### src/rtl/mem_arbiter.sv
// Shares one single-ported memory between the instruction-fetch and data requesters.
// Data normally wins; a contended fetch wins after MAX_STREAK back-to-back data grants.
module mem_arbiter #(
  parameter int unsigned ADDR_W     = 32,
  parameter int unsigned DATA_W     = 32,
  parameter int unsigned MAX_STREAK = 4,
  parameter int unsigned TIMEOUT    = 255
) (
  input  logic              clk,
  input  logic              rst,
  input  logic              if_req,
  input  logic [ADDR_W-1:0] if_addr,
  output logic [DATA_W-1:0] if_rdata,
  output logic              if_valid,
  input  logic              d_req,
  input  logic              d_we_re,
  input  logic [3:0]        d_mask,
  input  logic [ADDR_W-1:0] d_addr,
  input  logic [DATA_W-1:0] d_wdata,
  output logic [DATA_W-1:0] d_rdata,
  output logic              d_valid,
  output logic              mem_req,
  output logic              mem_we_re,
  output logic [3:0]        mem_mask,
  output logic [ADDR_W-1:0] mem_addr,
  output logic [DATA_W-1:0] mem_wdata,
  input  logic [DATA_W-1:0] mem_rdata,
  input  logic              mem_valid,
  output logic              busy,
  output logic              timeout_err
);

  localparam int unsigned StreakW = (MAX_STREAK > 0) ? $clog2(MAX_STREAK + 1) : 1;
  localparam int unsigned CntW    = (TIMEOUT > 0) ? $clog2(TIMEOUT + 1) : 1;
  localparam logic [StreakW-1:0] StreakMax = StreakW'(MAX_STREAK);
  localparam logic [CntW-1:0]    CntLast   = CntW'((TIMEOUT > 0) ? TIMEOUT - 1 : 0);

  typedef enum logic [1:0] {StIdle, StIfWait, StDWait} state_e;

  state_e              state_q, state_d;
  logic [StreakW-1:0]  streak_q, streak_d;
  logic [CntW-1:0]     cnt_q, cnt_d;
  logic                mem_req_q, mem_req_d;
  logic                mem_we_re_q, mem_we_re_d;
  logic [3:0]          mem_mask_q, mem_mask_d;
  logic [ADDR_W-1:0]   mem_addr_q, mem_addr_d;
  logic [DATA_W-1:0]   mem_wdata_q, mem_wdata_d;
  logic [DATA_W-1:0]   if_rdata_q, if_rdata_d;
  logic [DATA_W-1:0]   d_rdata_q, d_rdata_d;
  logic                if_valid_q, if_valid_d;
  logic                d_valid_q, d_valid_d;
  logic                busy_q, busy_d;
  logic                timeout_err_q, timeout_err_d;

  logic                grant_if, grant_d;
  logic                timed_out;
  logic [DATA_W-1:0]   rdata_sel;

  assign timed_out = (TIMEOUT != 0) && (cnt_q == CntLast);
  assign rdata_sel = mem_valid ? mem_rdata : '0;

  always_comb begin
    state_d       = state_q;
    streak_d      = streak_q;
    cnt_d         = cnt_q;
    mem_req_d     = mem_req_q;
    mem_we_re_d   = mem_we_re_q;
    mem_mask_d    = mem_mask_q;
    mem_addr_d    = mem_addr_q;
    mem_wdata_d   = mem_wdata_q;
    if_rdata_d    = if_rdata_q;
    d_rdata_d     = d_rdata_q;
    busy_d        = busy_q;
    if_valid_d    = 1'b0;
    d_valid_d     = 1'b0;
    timeout_err_d = 1'b0;
    grant_if      = 1'b0;
    grant_d       = 1'b0;

    unique case (state_q)
      StIdle: begin
        // In a completion cycle the finishing requester still shows its old req, so no grant
        // is made; this also guarantees mem_req stays low for at least one cycle.
        if (!if_valid_q && !d_valid_q) begin
          grant_if = if_req && (!d_req || streak_q == StreakMax);
          grant_d  = d_req && !grant_if;
        end
        if (grant_if) begin
          state_d     = StIfWait;
          mem_we_re_d = 1'b0;
          mem_mask_d  = 4'hF;
          mem_addr_d  = if_addr;
          mem_wdata_d = '0;
          streak_d    = '0;
        end else if (grant_d) begin
          state_d     = StDWait;
          mem_we_re_d = d_we_re;
          mem_mask_d  = d_mask;
          mem_addr_d  = d_addr;
          mem_wdata_d = d_wdata;
          if (!if_req) begin
            streak_d = '0;
          end else if (streak_q != StreakMax) begin
            streak_d = streak_q + 1'b1;
          end
        end
        if (grant_if || grant_d) begin
          mem_req_d = 1'b1;
          busy_d    = 1'b1;
          cnt_d     = '0;
        end
      end
      StIfWait, StDWait: begin
        if (mem_valid || timed_out) begin
          state_d       = StIdle;
          mem_req_d     = 1'b0;
          busy_d        = 1'b0;
          cnt_d         = '0;
          timeout_err_d = !mem_valid;
          if (state_q == StIfWait) begin
            if_valid_d = 1'b1;
            if_rdata_d = rdata_sel;
          end else begin
            d_valid_d = 1'b1;
            d_rdata_d = mem_we_re_q ? '0 : rdata_sel;
          end
        end else begin
          cnt_d = cnt_q + 1'b1;
        end
      end
      default: state_d = StIdle;
    endcase
  end

  always_ff @(posedge clk or posedge rst) begin
    if (rst) begin
      state_q       <= StIdle;
      streak_q      <= '0;
      cnt_q         <= '0;
      mem_req_q     <= 1'b0;
      mem_we_re_q   <= 1'b0;
      mem_mask_q    <= '0;
      mem_addr_q    <= '0;
      mem_wdata_q   <= '0;
      if_rdata_q    <= '0;
      d_rdata_q     <= '0;
      if_valid_q    <= 1'b0;
      d_valid_q     <= 1'b0;
      busy_q        <= 1'b0;
      timeout_err_q <= 1'b0;
    end else begin
      state_q       <= state_d;
      streak_q      <= streak_d;
      cnt_q         <= cnt_d;
      mem_req_q     <= mem_req_d;
      mem_we_re_q   <= mem_we_re_d;
      mem_mask_q    <= mem_mask_d;
      mem_addr_q    <= mem_addr_d;
      mem_wdata_q   <= mem_wdata_d;
      if_rdata_q    <= if_rdata_d;
      d_rdata_q     <= d_rdata_d;
      if_valid_q    <= if_valid_d;
      d_valid_q     <= d_valid_d;
      busy_q        <= busy_d;
      timeout_err_q <= timeout_err_d;
    end
  end

  assign if_rdata    = if_rdata_q;
  assign if_valid    = if_valid_q;
  assign d_rdata     = d_rdata_q;
  assign d_valid     = d_valid_q;
  assign mem_req     = mem_req_q;
  assign mem_we_re   = mem_we_re_q;
  assign mem_mask    = mem_mask_q;
  assign mem_addr    = mem_addr_q;
  assign mem_wdata   = mem_wdata_q;
  assign busy        = busy_q;
  assign timeout_err = timeout_err_q;

endmodule

### config.mk
export PLATFORM = sky130hd
export DESIGN_NAME = mem_arbiter
export DESIGN_NICKNAME = d
export VERILOG_FILES = /design/src/rtl/mem_arbiter.sv
export SDC_FILE = /design/constraint.sdc
export NUM_CORES = 1
export LEC_CHECK = 0
export BUFFER_PORTS_ARGS = -buffer_cell sky130_fd_sc_hd__buf_2
export CAP_MARGIN = 20
export CORE_MARGIN = 2
export CORE_UTILIZATION = 45
export DETAILED_ROUTE_END_ITERATION = 8
export PLACE_DENSITY = 0.81
export SYNTH_ARGS = -nofsm -noshare
export SYNTH_HDL_FRONTEND = slang
export SYNTH_SLANG_ARGS = --single-unit
### constraint.sdc
create_clock -name clk -period 5.75 [get_ports clk]
set_input_delay 0.575 -clock clk [delete_from_list [all_inputs] [get_ports clk]]
set_output_delay 0.575 -clock clk [all_outputs]
set_load 0.05 [all_outputs]
* After elaboration in Yosys (flattened, before gate mapping)
Cells that the tools add are included.
Storage, ports and cells: logic and storage cells 83, flip-flop bits (word level) 150, input port bits 138, output and inout port bits 138
Cells by class: equal/unequal tests 9, add/sub/neg operators 2, reductions and logical operators 22, bitwise logic cells 1, muxes and demuxes 36
Operators with widths (number):
- 2-to-1 mux 32 bit | 6
- 2-to-1 mux 1 bit | 16
- 2-to-1 mux 8 bit | 2
- case mux 8 bit (2 select lines) | 1
- 2-to-1 mux 3 bit | 4
- AND reduction 3 bit | 4
- adder 8 x 1 -> 8 bit (second input constant) | 1
- equality test 8 bit (second input constant) | 1
- 2-to-1 mux 4 bit | 2
- 2-to-1 mux 2 bit | 3
- inequality test 3 bit (second input constant) | 2
- AND reduction 2 bit | 3
- zero test 1 bit | 5
- inequality test 2 bit (second input constant) | 2
- case mux 2 bit (2 select lines) | 1
- nonzero test 2 bit | 2
- adder 3 x 1 -> 3 bit (second input constant) | 1
- equality test 3 bit (second input constant) | 1
- logical AND 1 bit | 3
- logical OR 1 bit | 3
- inequality test 3 x 1 -> 1 bit (second input constant) | 1
- equality test 2 x 1 -> 1 bit (second input constant) | 1
- equality test 2 bit (second input constant) | 1
- zero test 2 bit | 1
- other kinds (3) | 3

* Logic depth before layout (Yosys ltp)
depth after elaboration 10, mapped depth 8, gate-level depth less buffers 6

* Least setup slack after synthesis
Ideal clock, no wire load.
path kind flip-flop to flip-flop, start point register d_valid_q (netlist: d_valid), end point register mem_addr_q[31] (netlist: mem_addr[31]), arrival time 1700 ps, library setup time 135 ps, clock period less this slack 1835 ps, cell stages (with the launch flop) 7, required time 5615 ps, slack 3915 ps, cells stage by stage dfrtp_1 -> or2_1 -> nor3b_1 -> buf_2 -> buf_4 -> mux2i_1 -> o21ai_0
Between the ends: longest elaborated chain between the ends 6, elaborated cells on any way between the ends 9, those cells by class 5 x mux; 4 x reduce/logical
RTL lines:
- start, declared | RTL line 51 | logic d_valid_q, d_valid_d;
- start signal, assigned | RTL line 163 | d_valid_q <= d_valid_d;
- zero test 1 bit (*) | RTL line 84 | if (!if_valid_q && !d_valid_q) begin
- logical AND 1 bit (*) | RTL line 84
- 2-to-1 mux 1 bit | RTL line 84
- 2-to-1 mux 1 bit | RTL line 80 | unique case (state_q)
- nonzero test 2 bit (no line)
- AND reduction 2 bit (no line)
- end signal, assigned | RTL line 158 | mem_addr_q <= mem_addr_d;
- end, declared | RTL line 46 | logic [ADDR_W-1:0] mem_addr_q, mem_addr_d;
Every way passes the cells marked *; elsewhere a longest branch is shown, timed or not. The select of a mux whose other input is x is not followed. A chain may end at the register's enable or synchronous reset.

* Worst setup path after layout
start point register state_q[0], end point register cnt_q[2]
Between the ends: longest elaborated chain between the ends 4, elaborated cells on any way between the ends 8, those cells by class 3 x eq/ne; 1 x mux; 4 x reduce/logical
RTL lines:
- start, declared | RTL line 40 | state_e state_q, state_d;
- start signal, assigned | RTL line 137 | state_q <= StIdle;
- start signal, assigned | RTL line 152 | state_q <= state_d;
- equality test 2 x 1 -> 1 bit or equality test 2 bit (tied branches) | RTL line 80
- OR reduction 2 bit | RTL line 80
- nonzero test 2 bit (no line)
- AND reduction 2 bit (no line)
- end signal, assigned | RTL line 154 | cnt_q <= cnt_d;
- end, declared | RTL line 42 | logic [CntW-1:0] cnt_q, cnt_d;
Several ways; a longest one is shown, not always the timed one.

==> flow_summary_export.csv <==
group,metric,value,unit
outcome,status,"finished, final reports clean",
timing,max_slew_margin,0.3104,
synthesis,synth-compound-area-share,0.2053,
worst_setup_path,cp-start-kind,"register",
worst_hold_path,hold_class,"primary input to asynchronous set/reset pin",
layout,mostFrequentLayoutCells,"buf_2 (275), dfrtp_1 (150), a22o_1 (97)",
timing,clock.fmax,431.6,MHz
layout,layout_commonest_cell,"buf_2",
worst_setup_path,crit_buf_inv,1,
layout,num-fill-cells,1038,
layout,multiInputGateArea,2011,µm²
global_routing,grt_max_degree,102,
synthesis,synth_seq_area_share,0.6303,
placed_design,io_buffers,275,
synthesis,synth_enable_flop_cells,0,
cts,cts_root_buf,"clkbuf_16",
timing,skew,8.236,ps
timing,worstMarginPinSlew,1030,ps
die,pin_count,276,
synthesis,yosysWarnings,0,
global_routing,grt-ovfl-total,0,
die,die_h,119.0,µm
timing,setup_viol,0,
timing,setup_slack,3433,ps
layout,antenna_cells,0,
worst_setup_path,end_kind,"register",
synthesis,ys_ff_latch,150,
global_routing,antenna_found_initial,0,
layout,synthToLayoutAreaGrowth,35.65,%
synthesis,synthArstFlopShare,1.000,
placed_design,dp_hpwl,11360,µm
cts,cts_hold_buffers,0,
placed_design,post-place-ws,3109,ps
routing,wl_per_cell,17.48,µm
layout,layout-drive-gt1-share,0.4251,
die,core,13090,µm²
routing,dr.pass1.iters,4,
synthesis,synthXorXnorAreaFrac,0,
cts,clkLatencyLatePin,420,ps
placed_design,place_inst,892,
synthesis,synthMuxAreaShare,0.05378,
cts,clock_path_buffers,2,
timing,fin_crit,2317,ps
routing,drt_iter0_markers,335,
die,dieWidth,119.0,µm
power,intPower,3.067,mW
power,power.density,757.8,nW/µm²
power,switchingPower,3.055,mW
synthesis,netlist_instances,470,
synthesis,synthSimpleGateAreaFrac,0.06008,
worst_setup_path,path_max_fanout,15,
worst_setup_path,cp_data_arrival_time,2650,ps
timing,fin_hold_ws,258.8,ps
routing,drc_errors,0,
flow_run,drv_cap,0,
worst_setup_path,critical_path_class,"register to register",
global_routing,grt_use_total,0.2293,
synthesis,syn_area,5956,µm²
global_routing,grt_pass1_vias,5025,
synthesis,synth_nets,614,
cts,cts_buffers,17,
placed_design,place.gp.congestion,0.8633,
power,swShare,0.4990,
timing,rsz0062_at_grt,"false",
die,initial_core_util,0.4552,
routing,ant_nets,0,
layout,instances_no_fill,924,
die,rows,42,
timing,fin_crit_sh,0.4029,
worst_setup_path,critPathSlowestCell,"a31oi_1",
layout,seqCellArea,3754,µm²
power,clkPwrFrac,0.183,
timing,setup_tns,0,ps
synthesis,ys_types,40,
worst_setup_path,crit_required,6080,ps
timing,drv_slew,0,
timing,final-hold-violation-count,0,
cts,clk_pin_slew,60,ps
cts,cts_max_level,4,
worst_setup_path,cpLargestDelayFamily,"compound AO/OA/AOI/OAI gates",
synthesis,syn_avg_cell_area,12.67,µm²
synthesis,ys.flop_type,"dfrtp_1",
cts,cts_repair_resize_count,0,
routing,vias,4911,
power,seqPwrFrac,0.291,
routing,drt-total-wl,16150,µm
layout,final_core_util,0.6174,
cts,cts_tree,"yes",
cts,postCtsSetupBuffers,0,
layout,layout.nets,880,
worst_setup_path,cp_cell_sequence,"inv_1, ha_1, nor2b_1, a31oi_1, nor2_1, a21oi_1",
power,power.leakage,4.187,nW
power,comb_power_share,0.526,
worst_setup_path,max_stage_delay,760,ps
synthesis,synth_top_family_by_area,"compound AO/OA/AOI/OAI gates",
routing,viasPerCell,5.315,
synthesis,synthAdderAreaFrac,0.01261,
power,vdd_ir_drop_max,0.4433,mV
die,dieArea,14170,µm²
global_routing,grt_first_pass_wirelength,25480,µm
cts,clock-sinks,150,
[power by group through the flow]
stage / logic, mW / clock network (mW) / registers, mW
floorplan: 0.992 / 0 / 3.23
global placement: 3.13 / 0 / 1.76
detailed placement: 3.22 / 0 / 1.77
CTS: 3.21 / 1.13 / 1.78
global route: 3.40 / 1.18 / 1.83
finish: 3.22 / 1.12 / 1.78
[worst register-to-register path, stage by stage (launching register included)]
cell,delay (ps)
dfrtp_1,370
inv_1,50
ha_1,360
nor2b_1,160
a31oi_1,760
nor2_1,310
a21oi_1,220
[cell usage after synthesis, types with 2 or more instances]
master | number | share of area
a21o_1 | 2 | 0.0025
a21oi_1 | 7 | 0.0059
a22o_1 | 97 | 0.14
and3_1 | 2 | 0.0021
buf_2 | 7 | 0.0059
buf_4 | 4 | 0.0050
buf_6 | 4 | 0.0076
clkbuf_1 | 21 | 0.013
dfrtp_1 | 150 | 0.63
ha_1 | 6 | 0.013
inv_1 | 9 | 0.0057
mux2i_1 | 32 | 0.054
nand2_1 | 42 | 0.026
nand2b_1 | 4 | 0.0042
nand3_1 | 3 | 0.0025
nand4_1 | 2 | 0.0021
nor2_1 | 5 | 0.0032
o21ai_0 | 42 | 0.035
o22a_1 | 4 | 0.0059
o31ai_1 | 2 | 0.0025
or2_1 | 2 | 0.0021
or3_1 | 4 | 0.0042
or4_1 | 2 | 0.0025
[final cells by class]
type / instances / area share
inverter: 9 / 0.004801
sequential: 150 / 0.4646
clock buffer: 23 / 0.05792
clock inverter: 8 / 0.01533
tap: 176 / 0.02726
timing repair buffer: 284 / 0.1812
multi-input combinational: 274 / 0.2489
[state kept, by name, summed over array words and instances, names as in the netlist, 2 cells and up]
register / cells
cnt_q: 8
d_rdata: 32
if_rdata: 32
mem_addr: 32
mem_mask: 4
mem_wdata: 32
state_q: 2
streak_q: 3
[kinds of logic after synthesis]
family,after synthesis
flip-flops,150
multiplexers,32
adder cells (fa/ha/maj),6
AND/OR/NAND/NOR,74
buffers and inverters,46
AO/OA/AOI/OAI,162
[per-layer routing]
| metal | routed length [µm] | track usage | vias up | part of all wire |
|---|---|---|---|---|
| met5 | 0 | 0 | - | 0 |
| met4 | 405 | 0.09077 | 0 | 0.025 |
| met3 | 1005 | 0.05939 | 35 | 0.062 |
| met2 | 8320 | 0.3886 | 212 | 0.52 |
| met1 | 6423 | 0.2805 | 2406 | 0.40 |
| li1 | - | - | 2258 | - |
[metrics by stage]
step           power (mW)  cell area, µm²
2_1_floorplan       4.226            5956
3_3_place_gp        4.899            7460
3_5_place_dp        4.992            7460
4_1_cts             6.121            8051
5_1_grt             6.417            8079
6_report            6.122            8079
[final timing paths]
kind                              start            to  slack, ps  cells past startpoint
setup / recovery             state_q[0]      cnt_q[2]       3430                      6
max in group asynchronous           rst  mem_addr[27]       4090                      3
setup reg to reg             state_q[0]      cnt_q[2]       3430                      6
hold reg to reg            mem_addr[23]  mem_addr[23]        470                      2
min in group clk             d_wdata[9]  mem_wdata[9]        370                      2
hold / removal                      rst  mem_addr[16]        260                      2
Note: power is estimated with default switching activity, not from simulation.
